**src/rtl/ajc_risc_pkg.sv**
```systemverilog
// ajc_risc_pkg: shared opcodes, control-unit state encoding and writeback selects
package ajc_risc_pkg;
   localparam logic [3:0] OP_IO   = 4'hB;
   localparam logic [3:0] OP_LD   = 4'hC;
   localparam logic [3:0] OP_JCC  = 4'hD;
   localparam logic [3:0] OP_ST   = 4'hE;
   localparam logic [3:0] OP_HALT = 4'hF;
   localparam logic [3:0] OP_ALU_MAX = 4'hA;
   localparam logic [1:0] WB_ALU  = 2'd0;
   localparam logic [1:0] WB_DM   = 2'd1;
   localparam logic [1:0] WB_IPDR = 2'd2;
   typedef enum logic [3:0] {
      S_RST    = 4'd0,
      S_FETCH  = 4'd1,
      S_DECODE = 4'd2,
      S_ADDR   = 4'd3,
      S_MEMLD  = 4'd4,
      S_MEMST  = 4'd5,
      S_JMP    = 4'd6,
      S_IOWB   = 4'd7,
      S_HALT   = 4'd8
   } state_t;
endpackage

```
**src/rtl/ajc_risc_cu_if.sv**
```systemverilog
// ajc_risc_cu_if: datapath control bus; master is the control unit, slave the datapath
interface ajc_risc_cu_if;
   logic [7:0] IW;
   logic [3:0] SR_CNVZ;
   logic RST_PC, LD_PC, CNT_PC, LD_IR;
   logic LD_R0, LD_R1, LD_R2, LD_R3;
   logic LD_TXR, LD_TYR, LD_TK;
   logic LD_SR, LD_MABR, LD_MAXR, LD_MAR;
   logic RW, LD_IPDR, LD_OPDR;
   logic [1:0] SRC1_SEL, SRC2_SEL, WB_SEL;
   logic [3:0] ALU_FS;
   logic [3:0] STATE;
   modport master(
      input  IW, SR_CNVZ,
      output RST_PC, LD_PC, CNT_PC, LD_IR, LD_R0, LD_R1, LD_R2, LD_R3,
             LD_TXR, LD_TYR, LD_TK, LD_SR, LD_MABR, LD_MAXR, LD_MAR,
             RW, LD_IPDR, LD_OPDR, SRC1_SEL, SRC2_SEL, WB_SEL, ALU_FS, STATE
   );
   modport slave(
      output IW, SR_CNVZ,
      input  RST_PC, LD_PC, CNT_PC, LD_IR, LD_R0, LD_R1, LD_R2, LD_R3,
             LD_TXR, LD_TYR, LD_TK, LD_SR, LD_MABR, LD_MAXR, LD_MAR,
             RW, LD_IPDR, LD_OPDR, SRC1_SEL, SRC2_SEL, WB_SEL, ALU_FS, STATE
   );
endinterface

```
**src/rtl/ajc_risc_cond.sv**
```systemverilog
// ajc_risc_cond: Jcc condition; cc[2] forces taken, cc[1:0] picks C/N/V/Z, cc[3] inverts
module ajc_risc_cond (
   input  logic [3:0] cc,
   input  logic [3:0] flags,
   output logic       taken
);
   // flags are packed C,N,V,Z from MSB, so selector 00 maps to bit 3
   assign taken = cc[2] | (flags[~cc[1:0]] ^ cc[3]);
endmodule

```
**src/rtl/ajc_risc_cu.sv**
```systemverilog
// ajc_risc_cu: multi-cycle Moore control unit for the 8-bit RISC core
// AJC_RISC_HALT_EN: opcode 0xF parks the core in S_HALT until reset
module ajc_risc_cu
   import ajc_risc_pkg::*;
(
   input logic           Clock,
   input logic           Reset,
   ajc_risc_cu_if.master dp
);
   state_t     state, nxt;
   logic       ld_ri, taken;
   logic [3:0] op;
   assign op = dp.IW[7:4];
   ajc_risc_cond u_cond (.cc(dp.IW[3:0]), .flags(dp.SR_CNVZ), .taken(taken));
   always_ff @(posedge Clock)
      if (Reset) state <= S_RST;
      else state <= nxt;
   always_comb begin
      nxt = S_FETCH;
      ld_ri = 1'b0;
      dp.RST_PC = 1'b0;
      dp.LD_PC = 1'b0;
      dp.CNT_PC = 1'b0;
      dp.LD_IR = 1'b0;
      dp.LD_SR = 1'b0;
      dp.LD_MABR = 1'b0;
      dp.LD_MAXR = 1'b0;
      dp.LD_MAR = 1'b0;
      dp.RW = 1'b0;
      dp.LD_IPDR = 1'b0;
      dp.LD_OPDR = 1'b0;
      dp.ALU_FS = 4'd0;
      dp.WB_SEL = WB_ALU;
      dp.SRC1_SEL = dp.IW[3:2];
      dp.SRC2_SEL = dp.IW[1:0];
      case (state)
         S_RST: begin
            dp.RST_PC = 1'b1;
            dp.SRC1_SEL = 2'd0;
            dp.SRC2_SEL = 2'd0;
         end
         S_FETCH: begin
            dp.LD_IR = 1'b1;
            dp.CNT_PC = 1'b1;
            nxt = S_DECODE;
         end
         S_DECODE:
            if (op <= OP_ALU_MAX) begin
               dp.ALU_FS = op;
               ld_ri = 1'b1;
               dp.LD_SR = 1'b1;
            end else if (op == OP_IO) begin
               dp.LD_IPDR = dp.IW[1:0] == 2'b00;
               dp.LD_OPDR = dp.IW[1:0] == 2'b01;
               nxt = dp.IW[1:0] == 2'b00 ? S_IOWB : S_FETCH;
            end else if (op == OP_LD || op == OP_ST || op == OP_JCC) begin
               dp.LD_MABR = 1'b1;
               dp.LD_MAXR = 1'b1;
               dp.CNT_PC = 1'b1;
               dp.SRC1_SEL = op == OP_JCC ? dp.IW[3:2] : dp.IW[1:0];
               nxt = S_ADDR;
            end
`ifdef AJC_RISC_HALT_EN
            else if (op == OP_HALT) nxt = S_HALT;
`endif
         S_ADDR: begin
            dp.LD_MAR = 1'b1;
            nxt = op == OP_LD ? S_MEMLD : op == OP_ST ? S_MEMST : op == OP_JCC ? S_JMP : S_FETCH;
         end
         S_MEMLD: begin
            dp.WB_SEL = WB_DM;
            ld_ri = 1'b1;
         end
         S_MEMST: dp.RW = 1'b1;
         S_JMP: dp.LD_PC = taken;
         S_IOWB: begin
            dp.WB_SEL = WB_IPDR;
            ld_ri = 1'b1;
         end
         S_HALT: nxt = S_HALT;
         default: nxt = S_RST;
      endcase
   end
   assign dp.LD_R0 = ld_ri & (dp.IW[3:2] == 2'd0);
   assign dp.LD_R1 = ld_ri & (dp.IW[3:2] == 2'd1);
   assign dp.LD_R2 = ld_ri & (dp.IW[3:2] == 2'd2);
   assign dp.LD_R3 = ld_ri & (dp.IW[3:2] == 2'd3);
   assign dp.LD_TXR = 1'b0;
   assign dp.LD_TYR = 1'b0;
   assign dp.LD_TK = 1'b0;
   assign dp.STATE = state;
endmodule

```
**src/flat_wrapper.sv**
```systemverilog
// flat-port wrapper written by rule: the top's interface ports become plain ports
module ajc_risc_cu_flat import ajc_risc_pkg::*;
  (Clock, Reset, dp_IW, dp_SR_CNVZ, dp_RST_PC, dp_LD_PC, dp_CNT_PC, dp_LD_IR, dp_LD_R0, dp_LD_R1, dp_LD_R2, dp_LD_R3, dp_LD_TXR, dp_LD_TYR, dp_LD_TK, dp_LD_SR, dp_LD_MABR, dp_LD_MAXR, dp_LD_MAR, dp_RW, dp_LD_IPDR, dp_LD_OPDR, dp_SRC1_SEL, dp_SRC2_SEL, dp_WB_SEL, dp_ALU_FS, dp_STATE);
  ajc_risc_cu_if dp_i ();
  input logic Clock;
  input logic Reset;
  input wire logic [$bits(dp_i.IW)-1:0] dp_IW;
  input wire logic [$bits(dp_i.SR_CNVZ)-1:0] dp_SR_CNVZ;
  output wire logic [$bits(dp_i.RST_PC)-1:0] dp_RST_PC;
  output wire logic [$bits(dp_i.LD_PC)-1:0] dp_LD_PC;
  output wire logic [$bits(dp_i.CNT_PC)-1:0] dp_CNT_PC;
  output wire logic [$bits(dp_i.LD_IR)-1:0] dp_LD_IR;
  output wire logic [$bits(dp_i.LD_R0)-1:0] dp_LD_R0;
  output wire logic [$bits(dp_i.LD_R1)-1:0] dp_LD_R1;
  output wire logic [$bits(dp_i.LD_R2)-1:0] dp_LD_R2;
  output wire logic [$bits(dp_i.LD_R3)-1:0] dp_LD_R3;
  output wire logic [$bits(dp_i.LD_TXR)-1:0] dp_LD_TXR;
  output wire logic [$bits(dp_i.LD_TYR)-1:0] dp_LD_TYR;
  output wire logic [$bits(dp_i.LD_TK)-1:0] dp_LD_TK;
  output wire logic [$bits(dp_i.LD_SR)-1:0] dp_LD_SR;
  output wire logic [$bits(dp_i.LD_MABR)-1:0] dp_LD_MABR;
  output wire logic [$bits(dp_i.LD_MAXR)-1:0] dp_LD_MAXR;
  output wire logic [$bits(dp_i.LD_MAR)-1:0] dp_LD_MAR;
  output wire logic [$bits(dp_i.RW)-1:0] dp_RW;
  output wire logic [$bits(dp_i.LD_IPDR)-1:0] dp_LD_IPDR;
  output wire logic [$bits(dp_i.LD_OPDR)-1:0] dp_LD_OPDR;
  output wire logic [$bits(dp_i.SRC1_SEL)-1:0] dp_SRC1_SEL;
  output wire logic [$bits(dp_i.SRC2_SEL)-1:0] dp_SRC2_SEL;
  output wire logic [$bits(dp_i.WB_SEL)-1:0] dp_WB_SEL;
  output wire logic [$bits(dp_i.ALU_FS)-1:0] dp_ALU_FS;
  output wire logic [$bits(dp_i.STATE)-1:0] dp_STATE;
  assign dp_i.IW = dp_IW;
  assign dp_i.SR_CNVZ = dp_SR_CNVZ;
  assign dp_RST_PC = dp_i.RST_PC;
  assign dp_LD_PC = dp_i.LD_PC;
  assign dp_CNT_PC = dp_i.CNT_PC;
  assign dp_LD_IR = dp_i.LD_IR;
  assign dp_LD_R0 = dp_i.LD_R0;
  assign dp_LD_R1 = dp_i.LD_R1;
  assign dp_LD_R2 = dp_i.LD_R2;
  assign dp_LD_R3 = dp_i.LD_R3;
  assign dp_LD_TXR = dp_i.LD_TXR;
  assign dp_LD_TYR = dp_i.LD_TYR;
  assign dp_LD_TK = dp_i.LD_TK;
  assign dp_LD_SR = dp_i.LD_SR;
  assign dp_LD_MABR = dp_i.LD_MABR;
  assign dp_LD_MAXR = dp_i.LD_MAXR;
  assign dp_LD_MAR = dp_i.LD_MAR;
  assign dp_RW = dp_i.RW;
  assign dp_LD_IPDR = dp_i.LD_IPDR;
  assign dp_LD_OPDR = dp_i.LD_OPDR;
  assign dp_SRC1_SEL = dp_i.SRC1_SEL;
  assign dp_SRC2_SEL = dp_i.SRC2_SEL;
  assign dp_WB_SEL = dp_i.WB_SEL;
  assign dp_ALU_FS = dp_i.ALU_FS;
  assign dp_STATE = dp_i.STATE;
  ajc_risc_cu u_core (.Clock(Clock), .Reset(Reset), .dp(dp_i));
endmodule
```
**config.mk**
```make
export PLATFORM = sky130hd
export DESIGN_NAME = ajc_risc_cu_flat
export DESIGN_NICKNAME = d
export VERILOG_FILES = /design/src/rtl/ajc_risc_pkg.sv /design/src/rtl/ajc_risc_cu_if.sv /design/src/rtl/ajc_risc_cond.sv /design/src/rtl/ajc_risc_cu.sv /design/src/flat_wrapper.sv
export SDC_FILE = /design/constraint.sdc
export NUM_CORES = 1
export LEC_CHECK = 0
export ABC_AREA = 1
export CAP_MARGIN = 0
export CORE_MARGIN = 1
export CORE_UTILIZATION = 29
export CTS_CLUSTER_DIAMETER = 120
export DETAILED_ROUTE_END_ITERATION = 8
export PLACE_DENSITY = 0.76
export SKIP_CTS_REPAIR_TIMING = 1
export SLEW_MARGIN = 40
export SYNTH_ARGS = -nofsm -noshare
export SYNTH_HDL_FRONTEND = slang
export SYNTH_SLANG_ARGS = --single-unit
export TNS_END_PERCENT = 30
```
**constraint.sdc**
```tcl
create_clock -name Clock -period 0.92 [get_ports Clock]
set_input_delay 0.092 -clock Clock [delete_from_list [all_inputs] [get_ports Clock]]
set_output_delay 0.092 -clock Clock [all_outputs]
set_load 0.05 [all_outputs]
```
==> impl_summary.txt, run 1 <==
----------------------------------------------------
[Synthesis]
  Number of cells produced by synthesis ... 107
  Post-synthesis sequential element count ... 4
  Largest cells by area after synthesis ... nand2_1, nor2_1, dfxtp_1, inv_1, inv_2
  Area fraction of the dominant cell type after synthesis ... 17.41%
  Total standard cell area after synthesis ... 560.5 sq um
  Per-instance average area after synthesis ... 5.239 sq um
  Most used standard cells in the synthesized netlist ... nand2_1, nor2_1, inv_1
  Library cell occupying the most area in the post-synthesis netlist ... nand2_1
  Count of flip-flops with a built-in enable after synthesis ... 0
  Main synth FF type ... dfxtp_1
  Async set-reset flop share out of synthesis ... 0%
  Number of library cell types mapped by synthesis ... 18
  Share of the yosys chip area belonging to registers ... 14.29%
  Warning count from the yosys run ... 0

[Timing]
  Worst-path end type ... output port
  Post-GRT worst EP ... dp_LD_OPDR

[Place]
  HPWL reported at the end of detailed placement ... 2499 um
  Total of buffers placed on input and output ports ... 42
  Number of placed cells counting well taps ... 203
  Routability-driven placement congestion ratio ... 0.7755

[Clock network]
  Bufs on Longest Clock Path ... 2
  Number of H-tree levels ... 1
  Clock tree root buffer cell ... clkbuf_4
  Sink count of the clock tree ... 4
  Total CTS buffers ... 3

[Status]
  Stopping stage ... 5_1_grt
  Run status ... did not finish
  Run Error ... [ERROR DPL-0038] Utilization greater than 100%, impossible to legalize

[Floorplan]
  Row cnt ... 15
  Total I/O pin count ... 46
  Height of the die ... 45.97 um
  Die X ... 45.97 um
  Starting utilization of the core area ... 31.77%

[Global routing]
  Maximum number of pins on one net before global-route repair ... 5

----------------------------------------------------
-- logic make-up after synthesis --
kind of cell / after synthesis / share of synthesized area (%)
and+or+nand+nor: 68 / 56.47
buffers and inverters: 23 / 18.08
AOI/OAI and AO/OA: 11 / 10.49
other: 1 / 0.6690
DFF: 4 / 14.29
-- through the flow --
| stage | hold slack [ns] | utilization [%] | setup WS, ns | cell area [sq um] |
|---|---|---|---|---|
| after floorplan | 0.1514 | - | -0.7482 | 671.9 |
| after detailed placement | 0.5706 | 88.79 | -0.6369 | 1567 |
| after global placement | 0.5567 | 88.79 | -0.5590 | 1567 |
| after CTS | 0.4502 | 90.07 | -0.7388 | 1589 |
==> run 2: changes to the inputs <==
- CORE_AREA: not set -> 2 2 63 65
- CORE_MARGIN: 1 -> not set
- CORE_UTILIZATION: 29 -> not set
- CTS_CLUSTER_DIAMETER: 120 -> not set
- DIE_AREA: not set -> 0 0 65 67
- PLACE_DENSITY: 0.76 -> not set
- PLACE_DENSITY_LB_ADDON: not set -> 0.15
- clock period: 0.92 -> 1.2 ns (I/O delays scaled with it)
==> impl_summary.txt, run 2 <==
----------------------------------------------------
[Status]
  Run status ... complete, but fails checks
  Failing checks ... negative setup slack

[Setup path]
  Crit path launch type ... flip-flop
  Highest net fanout along the worst path ... 4
  Kind of end point of the critical path ... output pin
  Worst path required time ... 1.08 ns
  Arrival time worst endpoint ... 1.47 ns
  Critical Setup Path Class ... flip-flop to output pin

[Timing]
  Setup TNS ... -6.929 ns
  Slew Viols, Final ... 0
  Setup repair after global routing missed its margin ... yes
  Max Clk Rate ... 629.6 MHz
  Hold WS ... 0.5460 ns
  Hold Violations, Final ... 0
  Final min period ... 1.588 ns
  Tcrit/Tclk final ... 132.4%
  Final setup fails ... 28
  Maximum clock skew at final layout ... 0.001293 ns
  Setup slack after layout ... -0.3883 ns

[Route]
  Total vias in the final route ... 926
  Per-cell routed wire length ... 10.29 um
  DRT iter0 DRCs ... 15
  Wire length reported by the detailed router ... 2407 um
  First-pass detailed-route iteration total ... 2
  DRC Markers ... 0
  Post-route antenna net violation count ... 0
  Detailed-route vias per instance ... 3.957

[Global routing]
  Maximum number of pins on one net before global-route repair ... 6
  Antenna violations before repair ... 0
  GRT Overall Usage ... 11.28%
  Congestion Overflow GR ... 0
  Wire length of the first global-routing pass ... 3739 um
  Vias in the first global route ... 882

[Layout]
  Signed area change from the synthesized netlist to the final layout ... 223.7%
  Number of nets at the end of the flow ... 202
  Final standard cell count with taps included and fillers excluded ... 234
  Layout filler cell count ... 350
  Max FFs per register ... 4
  Diode insertion count for antenna repair ... 0
  Commonest cells after routing, fill and taps aside ... buf_4, buf_12, nand2_1, nor2_4, clkdlybuf4s50_1
  Fraction of final layout cells with drive strength greater than 1 ... 62.37%
  Most frequent standard cell in the layout excluding fill and tap cells ... buf_4

[Synthesis]
  Async set-reset flop share out of synthesis ... 0% (unchanged)
  Count of flip-flops with a built-in enable after synthesis ... 0 (unchanged)
  Most used standard cells in the synthesized netlist ... nand2_1, nor2_1, inv_1
  Total standard cell area after synthesis ... 560.5 sq um (unchanged)
  Warning count from the yosys run ... 0 (unchanged)
  Library cell occupying the most area in the post-synthesis netlist ... nand2_1
  Area fraction of the dominant cell type after synthesis ... 17.41% (unchanged)
  Per-instance average area after synthesis ... 5.239 sq um (unchanged)
  Main synth FF type ... dfxtp_1
  Share of the yosys chip area belonging to registers ... 14.29% (unchanged)
  Number of cells produced by synthesis ... 107 (unchanged)
  Post-synthesis sequential element count ... 4 (unchanged)
  Largest cells by area after synthesis ... nand2_1, nor2_1, dfxtp_1, inv_1, inv_2
  Number of library cell types mapped by synthesis ... 18 (unchanged)

[Place]
  HPWL reported at the end of detailed placement ... 2022 um (-19%)
  Number of placed cells counting well taps ... 229 (+13%)
  Routability-driven placement congestion ratio ... 0.7804 (+0.63%)
  Pre-CTS setup slack ... -0.3710 ns (+0.2659 ns)
  Total of buffers placed on input and output ports ... 42 (unchanged)

[Power and ir drop]
  Peak VDD IR ... 0.3434 mV
  Overall power after layout ... 1.079 mW
  Power per cell area ... 594.9 mW/mm^2
  Standby leakage power ... 0.7861 nW

[Clock network]
  Number of H-tree levels ... 1 (unchanged)
  Total CTS buffers ... 3 (unchanged)
  Sink count of the clock tree ... 4 (unchanged)
  Clock tree root buffer cell ... clkbuf_8
  Bufs on Longest Clock Path ... 2 (unchanged)
  Worst-Skew Late Latency ... 0.22 ns
  Clock tree from TritonCTS ... done
  Clock-pin slew reported for the worst setup and hold paths after clock tree synthesis ... 0.03 ns

[Hold path]
  Worst min-delay path class ... flip-flop to flip-flop

[Job]
  Total of max-cap violations ... 0

[Floorplan]
  Starting utilization of the core area ... 15.54% (-16 points)
  Row cnt ... 22 (+7)
  Total I/O pin count ... 46 (unchanged)
  Die X ... 65 um (+41%)
  Overall die area ... 0.004355 sq mm
  Height of the die ... 67 um (+46%)
  Std-Cell Core Area ... 0.003606 sq mm

----------------------------------------------------
run 2: per-stage QoR:
step / area [sq um] / utilization [%]
6_report: 1814 / 50.31
3_5_place_dp: 1618 / 44.86
5_1_grt: 1814 / 50.31
4_1_cts: 1659 / 46.01
2_1_floorplan: 671.9 / -
3_3_place_gp: 1618 / 44.86
run 2: cell families after synthesis:
| logic type | count (synthesis) | synth area share, % |
|---|---|---|
| other | 1 | 0.6690 |
| buffers and inverters | 23 | 18.08 |
| DFF | 4 | 14.29 |
| AOI/OAI and AO/OA | 11 | 10.49 |
| and+or+nand+nor | 68 | 56.47 |
run 2: final cells by class:
cell class                 count  area [sq um]  area share [%]
inverter                      19         83.83           4.621
tap                           48         60.06           3.310
timing repair buffer          78         982.2           54.14
sequential                     4         95.09           5.241
multi-input combinational     82         551.8           30.41
clock buffer                   3         41.29           2.276
run 2: path summary, 6_finish.rpt:
check / start / endpoint / slack (ns) / depth (start not counted)
hold / removal: u_core.dp.STATE[2]$_SDFF_PP0_ / u_core.dp.STATE[3]$_SDFF_PP0_ / 0.55 / 2
setup reg to reg: u_core.dp.STATE[0]$_SDFF_PP0_ / u_core.dp.STATE[2]$_SDFF_PP0_ / -0.02 / 8
hold reg to reg: u_core.dp.STATE[2]$_SDFF_PP0_ / u_core.dp.STATE[3]$_SDFF_PP0_ / 0.55 / 2
setup / recovery: u_core.dp.STATE[2]$_SDFF_PP0_ / dp_LD_OPDR / -0.39 / 7
run 2: metal layers:
metal  share of wire [%]  routed length (um)  GRT usage (%)  vias up
met2                  54                1303          20.88       31
met3                 8.1                 195          3.378        4
met4                0.79                  19          4.787        0
li1                    -                   -              -      479
met5                   0                   0              0        -
met1                  37                 889          11.77      412
run 2: report_power, final:
group	switching, mW	total [mW]	internal (mW)
Clock	0.0704	0.284	0.214
Combinational	0.351	0.653	0.303
Sequential	0.00735	0.142	0.135
run 2: critical path: stages (launching register included):
cell	delay, ns
dfxtp_4	0.34
nor2_4	0.13
inv_4	0.06
nor2_8	0.09
buf_4	0.14
nand3_4	0.09
nor3_4	0.20
clkbuf_16	0.19
No activity file was read; power rests on OpenSTA's default activity.
